File: src/rtl/pipe_stall_ctrl_pkg.sv
// Shared encodings for the pipeline stall/flush controller: stage-hold vectors,
// the ERET exception code, control-level constants and the FSM state type.
package pipe_stall_ctrl_pkg;

    localparam logic        STOP       = 1'b1;
    localparam logic        NOSTOP     = 1'b0;
    localparam logic        RST_ENABLE = 1'b1;
    localparam logic [31:0] ZERO_WORD  = 32'h0000_0000;

    // Hold vectors, bit 0 = pc ... bit 5 = wb; each freezes its stage and all earlier ones.
    localparam logic [5:0] STALL_NONE = 6'b000000;
    localparam logic [5:0] STALL_ID   = 6'b000111;
    localparam logic [5:0] STALL_EX   = 6'b001111;
    localparam logic [5:0] STALL_MEM  = 6'b011111;

    localparam logic [31:0] EXC_ERET = 32'h0000_000e;

    typedef enum logic [1:0] {
        ST_RUN     = 2'd0,
        ST_STALLED = 2'd1,
        ST_FLUSHED = 2'd2
    } ctrl_state_t;

endpackage

File: src/rtl/pipe_stall_ctrl_if.sv
// Bundle of stall requests, exception inputs and control outputs between the
// pipeline stages (master) and pipe_stall_ctrl (slave).
interface pipe_stall_ctrl_if;
    logic        stallreq_from_if;
    logic        stallreq_from_id;
    logic        stallreq_from_ex;
    logic        stallreq_from_mem;
    logic [31:0] excepttype_i;
    logic [31:0] cp0_epc_i;
    logic [5:0]  stall;
    logic        flush;
    logic [31:0] new_pc;
    logic        stall_timeout;
    logic [31:0] perf_stall_cycles;
    logic [31:0] perf_flush_count;

    modport master (
        output stallreq_from_if, stallreq_from_id, stallreq_from_ex, stallreq_from_mem,
        output excepttype_i, cp0_epc_i,
        input  stall, flush, new_pc, stall_timeout, perf_stall_cycles, perf_flush_count
    );

    modport slave (
        input  stallreq_from_if, stallreq_from_id, stallreq_from_ex, stallreq_from_mem,
        input  excepttype_i, cp0_epc_i,
        output stall, flush, new_pc, stall_timeout, perf_stall_cycles, perf_flush_count
    );
endinterface

File: src/rtl/pipe_stall_ctrl_stall_watchdog.sv
// Consecutive-stall counter with a sticky timeout flag; a flush or reset
// clears both, and the counter saturates instead of wrapping.
module stall_watchdog
    import pipe_stall_ctrl_pkg::*;
#(
    parameter int STALL_TIMEOUT = 1024,
    parameter int CNT_W         = 16
) (
    input  logic             clk,
    input  logic             rst,
    input  logic             i_stall_any,
    input  logic             i_flush,
    output logic [CNT_W-1:0] o_stall_cnt,
    output logic             o_stall_timeout
);

    localparam logic [CNT_W-1:0] TIMEOUT_M1 = CNT_W'(STALL_TIMEOUT - 1);

    logic [CNT_W-1:0] r_stall_cnt;
    logic             r_stall_timeout;

    always_ff @(posedge clk) begin
        if (rst == RST_ENABLE) begin
            r_stall_cnt     <= '0;
            r_stall_timeout <= 1'b0;
        end else begin
            if (i_flush || !i_stall_any) begin
                r_stall_cnt <= '0;
            end else if (r_stall_cnt != '1) begin
                r_stall_cnt <= r_stall_cnt + 1'b1;
            end

            // Flush takes precedence over a coincident set condition.
            if (i_flush) begin
                r_stall_timeout <= 1'b0;
            end else if (i_stall_any && r_stall_cnt == TIMEOUT_M1) begin
                r_stall_timeout <= 1'b1;
            end
        end
    end

    assign o_stall_cnt     = r_stall_cnt;
    assign o_stall_timeout = r_stall_timeout;

endmodule

File: src/rtl/pipe_stall_ctrl.sv
// Pipeline stall/flush controller: prioritised stall vector, exception flush with
// redirect PC, stale-exception masking FSM. Perf counters gated by PIPE_CTRL_PERF_EN.
module pipe_stall_ctrl
    import pipe_stall_ctrl_pkg::*;
#(
    parameter logic [31:0] EXC_VECTOR    = 32'h0000_0020,
    parameter int          STALL_TIMEOUT = 1024,
    parameter int          CNT_W         = 16
) (
    input  logic                clk,
    input  logic                rst,
    pipe_stall_ctrl_if.slave    bus
);

    ctrl_state_t      r_state;
    ctrl_state_t      w_state_nxt;
    logic             w_exc_taken;
    logic [5:0]       w_stall;
    logic             w_flush;
    logic [31:0]      w_new_pc;
    logic             w_stall_any;
    logic [CNT_W-1:0] w_stall_cnt;
    logic             w_stall_timeout;

    // The exception seen in the cycle right after a flush is the one just taken.
    assign w_exc_taken = (rst != RST_ENABLE) && (bus.excepttype_i != ZERO_WORD)
                         && (r_state != ST_FLUSHED);

    always_ff @(posedge clk) begin
        if (rst == RST_ENABLE) begin
            r_state <= ST_RUN;
        end else begin
            r_state <= w_state_nxt;
        end
    end

    always_comb begin
        w_state_nxt = ST_RUN;
        if (w_flush) begin
            w_state_nxt = ST_FLUSHED;
        end else if (w_stall != STALL_NONE) begin
            w_state_nxt = ST_STALLED;
        end
    end

    always_comb begin
        w_stall  = STALL_NONE;
        w_flush  = NOSTOP;
        w_new_pc = ZERO_WORD;
        if (rst == RST_ENABLE) begin
            w_stall = STALL_NONE;
        end else if (w_exc_taken) begin
            w_flush  = STOP;
            w_new_pc = (bus.excepttype_i == EXC_ERET) ? bus.cp0_epc_i : EXC_VECTOR;
        end else if (bus.stallreq_from_mem) begin
            w_stall = STALL_MEM;
        end else if (bus.stallreq_from_ex) begin
            w_stall = STALL_EX;
        end else if (bus.stallreq_from_id || bus.stallreq_from_if) begin
            w_stall = STALL_ID;
        end
    end

    assign w_stall_any = (w_stall != STALL_NONE);

    stall_watchdog #(
        .STALL_TIMEOUT (STALL_TIMEOUT),
        .CNT_W         (CNT_W)
    ) u_wd (
        .clk             (clk),
        .rst             (rst),
        .i_stall_any     (w_stall_any),
        .i_flush         (w_flush),
        .o_stall_cnt     (w_stall_cnt),
        .o_stall_timeout (w_stall_timeout)
    );

`ifdef PIPE_CTRL_PERF_EN
    logic [31:0] r_perf_stall_cycles;
    logic [31:0] r_perf_flush_count;

    always_ff @(posedge clk) begin
        if (rst == RST_ENABLE) begin
            r_perf_stall_cycles <= ZERO_WORD;
            r_perf_flush_count  <= ZERO_WORD;
        end else begin
            if (w_stall_any) r_perf_stall_cycles <= r_perf_stall_cycles + 32'd1;
            if (w_flush)     r_perf_flush_count  <= r_perf_flush_count + 32'd1;
        end
    end

    assign bus.perf_stall_cycles = r_perf_stall_cycles;
    assign bus.perf_flush_count  = r_perf_flush_count;
`else
    assign bus.perf_stall_cycles = ZERO_WORD;
    assign bus.perf_flush_count  = ZERO_WORD;
`endif

    assign bus.stall         = w_stall;
    assign bus.flush         = w_flush;
    assign bus.new_pc        = w_new_pc;
    assign bus.stall_timeout = w_stall_timeout;

endmodule
File: src/flat_wrapper.sv
// flat-port wrapper written by rule: the top's interface ports become plain ports
module pipe_stall_ctrl_flat import pipe_stall_ctrl_pkg::*;
#(
    parameter logic [31:0] EXC_VECTOR    = 32'h0000_0020,
    parameter int          STALL_TIMEOUT = 1024,
    parameter int          CNT_W         = 16
)
  (clk, rst, bus_stallreq_from_if, bus_stallreq_from_id, bus_stallreq_from_ex, bus_stallreq_from_mem, bus_excepttype_i, bus_cp0_epc_i, bus_stall, bus_flush, bus_new_pc, bus_stall_timeout, bus_perf_stall_cycles, bus_perf_flush_count);
  pipe_stall_ctrl_if bus_i ();
  input  logic clk;
  input  logic rst;
  input wire logic [$bits(bus_i.stallreq_from_if)-1:0] bus_stallreq_from_if;
  input wire logic [$bits(bus_i.stallreq_from_id)-1:0] bus_stallreq_from_id;
  input wire logic [$bits(bus_i.stallreq_from_ex)-1:0] bus_stallreq_from_ex;
  input wire logic [$bits(bus_i.stallreq_from_mem)-1:0] bus_stallreq_from_mem;
  input wire logic [$bits(bus_i.excepttype_i)-1:0] bus_excepttype_i;
  input wire logic [$bits(bus_i.cp0_epc_i)-1:0] bus_cp0_epc_i;
  output wire logic [$bits(bus_i.stall)-1:0] bus_stall;
  output wire logic [$bits(bus_i.flush)-1:0] bus_flush;
  output wire logic [$bits(bus_i.new_pc)-1:0] bus_new_pc;
  output wire logic [$bits(bus_i.stall_timeout)-1:0] bus_stall_timeout;
  output wire logic [$bits(bus_i.perf_stall_cycles)-1:0] bus_perf_stall_cycles;
  output wire logic [$bits(bus_i.perf_flush_count)-1:0] bus_perf_flush_count;
  assign bus_i.stallreq_from_if = bus_stallreq_from_if;
  assign bus_i.stallreq_from_id = bus_stallreq_from_id;
  assign bus_i.stallreq_from_ex = bus_stallreq_from_ex;
  assign bus_i.stallreq_from_mem = bus_stallreq_from_mem;
  assign bus_i.excepttype_i = bus_excepttype_i;
  assign bus_i.cp0_epc_i = bus_cp0_epc_i;
  assign bus_stall = bus_i.stall;
  assign bus_flush = bus_i.flush;
  assign bus_new_pc = bus_i.new_pc;
  assign bus_stall_timeout = bus_i.stall_timeout;
  assign bus_perf_stall_cycles = bus_i.perf_stall_cycles;
  assign bus_perf_flush_count = bus_i.perf_flush_count;
  pipe_stall_ctrl #(.EXC_VECTOR(EXC_VECTOR), .STALL_TIMEOUT(STALL_TIMEOUT), .CNT_W(CNT_W)) u_core (.clk(clk), .rst(rst), .bus(bus_i));
endmodule
File: config.mk
export PLATFORM = sky130hd
export DESIGN_NAME = pipe_stall_ctrl_flat
export DESIGN_NICKNAME = d
export VERILOG_FILES = /design/src/rtl/pipe_stall_ctrl_pkg.sv /design/src/rtl/pipe_stall_ctrl_if.sv /design/src/rtl/pipe_stall_ctrl_stall_watchdog.sv /design/src/rtl/pipe_stall_ctrl.sv /design/src/flat_wrapper.sv
export SDC_FILE = /design/constraint.sdc
export NUM_CORES = 1
export LEC_CHECK = 0
export CORE_ASPECT_RATIO = 2
export CORE_UTILIZATION = 31
export CTS_CLUSTER_DIAMETER = 80
export DETAILED_ROUTE_END_ITERATION = 8
export PLACE_DENSITY = 0.92
export REMOVE_ABC_BUFFERS = 1
export SETUP_SLACK_MARGIN = 0.02
export SKIP_LAST_GASP = 1
export SLEW_MARGIN = 20
export SYNTH_ARGS = -nofsm -noshare
export SYNTH_HDL_FRONTEND = slang
export SYNTH_SLANG_ARGS = --single-unit
File: constraint.sdc
create_clock -name clk -period 2.6 [get_ports clk]
set_clock_uncertainty 0.1 [all_clocks]
set_input_delay 0.52 -clock clk [delete_from_list [all_inputs] [get_ports clk]]
set_output_delay 0.52 -clock clk [all_outputs]
set_load 0.1 [all_outputs]
==> results of run 1 <==
## registers in the layout, indices dropped and copies added, names as in the netlist
register and cells:
u_core.u_wd.o_stall_timeout 1, u_core.u_wd.o_stall_cnt 16, u_core.r_state 2
## path summary, 6_finish.rpt
| kind | slack [ns] | to | start | depth (start not counted) |
|---|---|---|---|---|
| setup reg to reg | 0.26 | u_core.u_wd.o_stall_cnt[10]$_SDFFE_PP0P_ | u_core.u_wd.o_stall_cnt[0]$_SDFFE_PP0P_ | 5 |
| hold reg to reg | 0.43 | u_core.u_wd.o_stall_cnt[2]$_SDFFE_PP0P_ | u_core.u_wd.o_stall_cnt[2]$_SDFFE_PP0P_ | 2 |
| setup / recovery | -0.14 | bus_new_pc[30] | bus_excepttype_i[13] | 8 |
| hold / removal | 0.43 | u_core.u_wd.o_stall_cnt[2]$_SDFFE_PP0P_ | u_core.u_wd.o_stall_cnt[2]$_SDFFE_PP0P_ | 2 |
## layout by cell type, fill, tap and decap left out, types with 3 or more instances in the layout
cell type         n
dlygate4sd2_1     7
a31oi_1           4
or3_1             3
clkbuf_16         4
nor4_1            9
a211oi_1          4
nand2_1           6
nor2_1            8
inv_1             3
clkdlybuf4s15_1   5
nor4_4            4
nor3_1            7
nand4_1           4
clkdlybuf4s50_1  34
and2_4           31
conb_1           65
buf_6            12
nor4_2            5
buf_4            16
buf_2             9
nand3_1           4
dfxtp_1          19
buf_12           39
o21ai_0           4
## kinds of logic (layout without fill, tap and decap cells)
kind of cell,count (synthesis),in the layout
muxes,2,2
adders and majority gates,1,1
DFF,19,19
AOI/OAI and AO/OA,22,22
other,1,65
buffers and inverters,78,136
and+or+nand+nor,102,102
xor gates and xnor gates,1,1
## area by class of cell
cell class              instances  area share [%]
flip-flops and latches         19            10.9
well taps                      61            2.19
repair buffers                129            47.3
clock buffers                   4            2.26
multi-input cells             193            37.1
inverters                       3           0.323
## per-stage QoR
| stage | utilization, % | power [W] | cell area (um^2) |
|---|---|---|---|
| 6_report | 61.6 | 0.00131 | 3490 |
| 3_3_place_gp | 55.9 | 0.000963 | 3170 |
| 4_1_cts | 59.2 | 0.00128 | 3350 |
| 5_1_grt | 61.6 | 0.00133 | 3490 |
| 3_5_place_dp | 55.9 | 0.000967 | 3170 |
| 2_1_floorplan | - | 0.000798 | 1510 |
## power groups by stage
stage / sequential [W] / clock [W] / combinational [W]
finish: 0.000300 / 0.000327 / 0.000682
global route: 0.000300 / 0.000339 / 0.000694
CTS: 0.000300 / 0.000323 / 0.000654
detailed placement: 0.000306 / 0 / 0.000662
global placement: 0.000305 / 0 / 0.000658
floorplan: 0.000305 / 0 / 0.000493
## layer usage
metal  GRT usage (%)  up-vias
met5               0        -
met2            38.1      166
li1                -      913
met1            19.2      941
met3            3.38       35
met4            11.0        0
## worst min-delay path: cells and delay by family (launching register included)
kind          cells  cell delay, ns
simple gates      2            0.16
flops             1            0.33
## repair_timing
action                     in CTS  in global routing
gates resized for setup       112                 36
cloned                          2                  1
setup endpoints to repair      38                 38
setup buffers                   5                  1
pin swaps                       8                 38
==> summary.txt, run 1 <==
STA
  – Slew Limit Fails: 0
  – Final setup margin: -0.141 ns
  – Hold WS: 0.434 ns
  – Slew headroom: 44.2%
  – Final hold violation count: 0
  – RSZ-0062 raised after global routing: yes
  – Tcrit/Tclk final: 105%
  – Minimum clock period: approximately 2.7 ns
  – Final TNS setup: -3.46 ns
  – Final setup viols: 36
  – Fmax: between 300 and 400 MHz
  – Least-Margin Pin Slew: between 0.8 and 0.9 ns

Routing
  – Antenna viol nets, final: 0
  – Vias per inst: 5.02
  – Vias: 2055
  – Routed wire length on met2: 4240 um
  – Max layer used: met4
  – Routed wire length on met3: 571 um
  – Initial DRC count: 77
  – Routed WL per cell: 18.5 um
  – Drt total wl: about 7600 um
  – Met1 WL: 2320 um
  – DRC violations left: 0
  – First-pass DRT Iterations: 4

Flow run
  – Max cap viols: 0

Logic synthesis
  – Mapped cell area: 1810 um^2
  – Compound-Gate Fraction of Synth Area: between 8 and 9%
  – Cell count after synthesis: about 230
  – Largest family of logic cells by synthesized area: simple AND/OR/NAND/NOR gates
  – Dominant cell type by area after synthesis: buf_4
  – Post-synthesis sequential area ratio: 21.0%
  – YS warnings: 0
  – Async SR Flop Fraction: 0%
  – Post-synth top flop: dfxtp_1
  – Synthesized flop and latch total: 19
  – Synth top area share: 27.8%
  – Post-synthesis cell type count: 45
  – Mux cell area share after synthesis: under 10%
  – Most numerous cell in the Yosys netlist: buf_4
  – Post-synthesis adder-cell area fraction: 0.692%
  – Number of synthesized flops with an enable pin: 0
  – XOR/XNOR share of the synthesized area: less than 1%
  – Avg Inst Size Synth: 8.00 um^2
  – Synth top area cells: buf_4, dfxtp_1, and2_1
  – Post-synth top cells: buf_4, and2_1, dfxtp_1, nor4_1, nor3_1
  – Post-synthesis simple-gate area fraction: 37.2%

Floorplanning
  – Core box area: 5660 um^2
  – Die W: 56 um
  – Die ar.: just over 6000 um^2
  – # rows: 39
  – IO Pins: between 150 and 200
  – Vert. Die Dim: ~110 um
  – Starting Density: between 30% and 40%

Pwr
  – Power share of the sequential group: 22.9%
  – Logic pwr share: 52.1%
  – Max VDD drop: around 0.38 mV
  – Lkg Pwr: 1.51 nW
  – Int Power: 0.000644 W
  – Sw Ratio: 50.8%
  – Sw power: 0.000665 W
  – Clock power frac: 25.0%
  – Pwr Density: 375 nW/um^2

Cells and area
  – Multi-input gate area: 1290 um^2
  – Nets: 420
  – Fill cells: 399
  – Fin cells: 409
  – Area growth syn-to-layout: 92.9%
  – Antenna Diode Count: 0
  – Share of layout cells above drive strength 1: 40.2%
  – Reg area: 380 um^2

Worst setup path
  – WS Path Type: input port to primary output
  – Crit-path cells: buf_6 > nor4_1 > and4_1 > and4b_2 > buf_6 > buf_16 > and2_4 > buf_12
  – Slowest stage delay, CP: 0.34 ns
  – Critical Path Start Type: input port
  – Critical path's top delay family: simple AND/OR/NAND/NOR gates
  – Worst Path Buf+Inv: 4
  – Arrival @ worst endpoint: 2.12 ns
  – Slowest-stage cell, CP: nor4_1
  – Crit path required time: 1.98 ns
  – Crit. End Element: primary output
  – CP dominant cell by count: buf_6
  – Maximum fanout along the worst path: 7

CTS
  – CTS tree: yes
  – H-tree levels: 1
  – Clock Latency Late Sink: 0.26 ns
  – CTS max path bufs: 2
  – Num CTS Buffers: 3
  – Root Buffer: clkbuf_16
  – Clock sinks: 19
  – CTS clk-pin slew, worst paths: 0.05 ns
  – Hold Buf Count CTS: 0

GRT
  – Number of global-route vias before repair: 1831
  – Gr usage total: just under 20%
  – Largest net degree at the start of global routing: 20
  – Global-route wire length before repair: 9280 um
  – Initial antenna violation count: 0
  – GR Overflow Total: 0

Place
  – Port Buffer Count: ~110
  – Dpl cells: 398
  – DP Worst Slack: -0.343 ns
  – GP Congestion: 0.853
  – Detailed placer's ending HPWL: 4730 um

Run status
  – Failing checks: setup timing
  – Status: finished with violations

Min path
  – HP Class: register to register
Note: power is estimated with default switching activity, not from simulation.
==> inputs of run 2 (changes only) <==
- CORE_MARGIN: unset -> 2
==> run 2 against run 1 <==
Against the previous run:
- the run still ends with setup timing left
- sequential share of layout area down 0.058 points
- combinational power about the same
- clock power about the same
- setup slack worse by 0.0091 ns
- cell area up 0.54%
- largest cell class unchanged
==> summary.txt, run 2 (synthesis results as in run 1) <==
Worst setup path
  – Crit path to: bus_new_pc[26]
  – WS Path Type: input port to primary output
  – Slowest-stage cell, CP: and4_4
  – Worst setup path start: bus_excepttype_i[14]
  – Crit-path cells: clkdlybuf4s15_1 > nor4_1 > and4_4 > and4b_2 > buf_6 > buf_8 > and2_4 > buf_12
  – Crit path required time: about 2.0 ns
  – Maximum fanout along the worst path: 8
  – R2r endpoint: u_core.u_wd.o_stall_cnt[11]$_SDFFE_PP0P_
  – Crit. End Element: primary output
  – Worst R2R Path Depth: 6
  – Arrival @ worst endpoint: 2.13 ns
  – Slowest stage delay, CP: just under 0.3 ns
  – Critical Path Start Type: input port
  – Reg-to-Reg Start: u_core.u_wd.o_stall_cnt[0]$_SDFFE_PP0P_
  – Worst R2R Setup Slack: 0.36 ns

Cells and area
  – Share of layout cells above drive strength 1: 41.1%
  – Fin cells: 410
  – Multi-input gate area: roughly 1300 um^2
  – Design Area, Final: 3510 um^2
  – Reg area: 380 um^2
  – Fill cells: slightly below 400
  – Nets: 420
  – Most frequent cells in the layout: conb_1, buf_12, clkdlybuf4s50_1
  – Max FFs per register: 16
  – Most common cell after layout, fill and taps aside: conb_1
  – Area growth syn-to-layout: 93.9%

Floorplanning
  – IO Pins: 174
  – Vert. Die Dim: 112 um
  – Die ar.: 6500 um^2
  – Die W: roughly 58 um
  – # rows: 39
  – Core box area: 5660 um^2
  – Starting Density: between 30% and 40%

Routing
  – DRC violations left: 0
  – Initial DRC count: 131
  – Vias per inst: between 5 and 6
  – Routed WL per cell: 19.5 um
  – Antenna viol nets, final: 0
  – Drt total wl: 8020 um
  – First-pass DRT Iterations: 5
  – Vias: 2087

STA
  – Least-Margin Pin Slew: 0.556 ns
  – Final setup viols: 33
  – Final TNS setup: -4.20 ns
  – Slew Limit Fails: 0
  – Hold WS: 0.434 ns
  – RSZ-0062 raised after global routing: yes
  – Fmax: 364 MHz
  – Final setup margin: -0.150 ns
  – Tcrit/Tclk final: 106%
  – Slew headroom: around 63%
  – Final hold violation count: 0
  – Minimum clock period: about 2.8 ns

CTS
  – Clock Latency Late Sink: about 0.26 ns
  – CTS clk-pin slew, worst paths: 0.06 ns
  – Hold Buf Count CTS: 0
  – H-tree levels: 1
  – Num CTS Buffers: 3
  – Clock sinks: 19
  – CTS max path bufs: 2
  – Root Buffer: clkbuf_16
  – CTS tree: yes

GRT
  – Gr usage total: 22.0%
  – GR Overflow Total: 0
  – Largest net degree at the start of global routing: 20
  – Initial antenna violation count: 1
  – Global-route wire length before repair: 10700 um
  – Number of global-route vias before repair: 2005

Run status
  – Failing checks: setup timing
  – Status: finished with violations

Min path
  – HP Class: register to register

Flow run
  – Max cap viols: 0

Pwr
  – Design Power: 0.00131 W
  – Max VDD drop: 0.428 mV
  – Lkg Pwr: about 1.5 nW
  – Pwr Density: 373 nW/um^2

Place
  – Dpl cells: 395
  – Placed cell area: 3140 um^2
  – Detailed placer's ending HPWL: 5090 um
  – GP Congestion: 0.861
  – Port Buffer Count: 108
-- run 2: timing repair --
| item | 4_1_cts | 5_1_grt |
|---|---|---|
| setup endpoints to repair | 38 | 38 |
| buffers inserted | 7 | 3 |
| pin swaps | 18 | 26 |
| resized for setup | 134 | 19 |
| cloned | 2 | 1 |
-- run 2: worst min-delay path by stage --
stage | from | to | slack, ns | cells past startpoint
after floorplan | u_core.u_wd.o_stall_cnt[7]$_SDFFE_PP0P_ | u_core.u_wd.o_stall_cnt[7]$_SDFFE_PP0P_ | 0.39 | 2
after global placement | u_core.u_wd.o_stall_cnt[7]$_SDFFE_PP0P_ | u_core.u_wd.o_stall_cnt[7]$_SDFFE_PP0P_ | 0.40 | 2
after detailed placement | u_core.u_wd.o_stall_cnt[2]$_SDFFE_PP0P_ | u_core.u_wd.o_stall_cnt[2]$_SDFFE_PP0P_ | 0.41 | 2
after CTS | u_core.u_wd.o_stall_cnt[2]$_SDFFE_PP0P_ | u_core.u_wd.o_stall_cnt[2]$_SDFFE_PP0P_ | 0.42 | 2
after global routing | u_core.u_wd.o_stall_cnt[2]$_SDFFE_PP0P_ | u_core.u_wd.o_stall_cnt[2]$_SDFFE_PP0P_ | 0.45 | 2
final | u_core.u_wd.o_stall_cnt[6]$_SDFFE_PP0P_ | u_core.u_wd.o_stall_cnt[6]$_SDFFE_PP0P_ | 0.43 | 2
-- run 2: metrics by stage --
stage          utilization (%)  setup slack [ns]
5_1_grt                   61.9            -0.201
6_report                  61.9            -0.150
4_1_cts                   60.7           -0.0781
2_1_floorplan                -             -5.23
3_5_place_dp              55.5            -0.399
3_3_place_gp              55.5            -0.333
-- run 2: worst max-delay path, delay by kind of cell --
kind          cells  cell delay (ns)
buf+inv           4             0.62
simple gates      4             0.98
-- run 2: routing by layer --
| metal | part of all wire, % | global-route usage [%] | up-vias | routed length (um) |
|---|---|---|---|---|
| met2 | 56 | 42.7 | 184 | 4460 |
| met4 | 6.2 | 13.6 | 0 | 499 |
| met5 | 0 | 0 | - | 0 |
| li1 | - | - | 906 | - |
| met3 | 9.5 | 5.34 | 38 | 759 |
| met1 | 29 | 18.5 | 959 | 2300 |
-- run 2: layout make-up --
cell class,instances,share of cell area [%]
multi-input cells,193,37.3
well taps,61,2.18
repair buffers,129,47.0
diodes,1,0.0714
clock buffers,3,2.14
clock inverters,1,0.143
flip-flops and latches,19,10.8
inverters,3,0.321
-- run 2: power by group --
group          leakage, nW  internal (W)  switching [W]
clock network       0.0409      0.000207       0.000120
registers            0.154      0.000296     0.00000321
logic                 1.30      0.000137       0.000544
total                 1.49      0.000640       0.000667
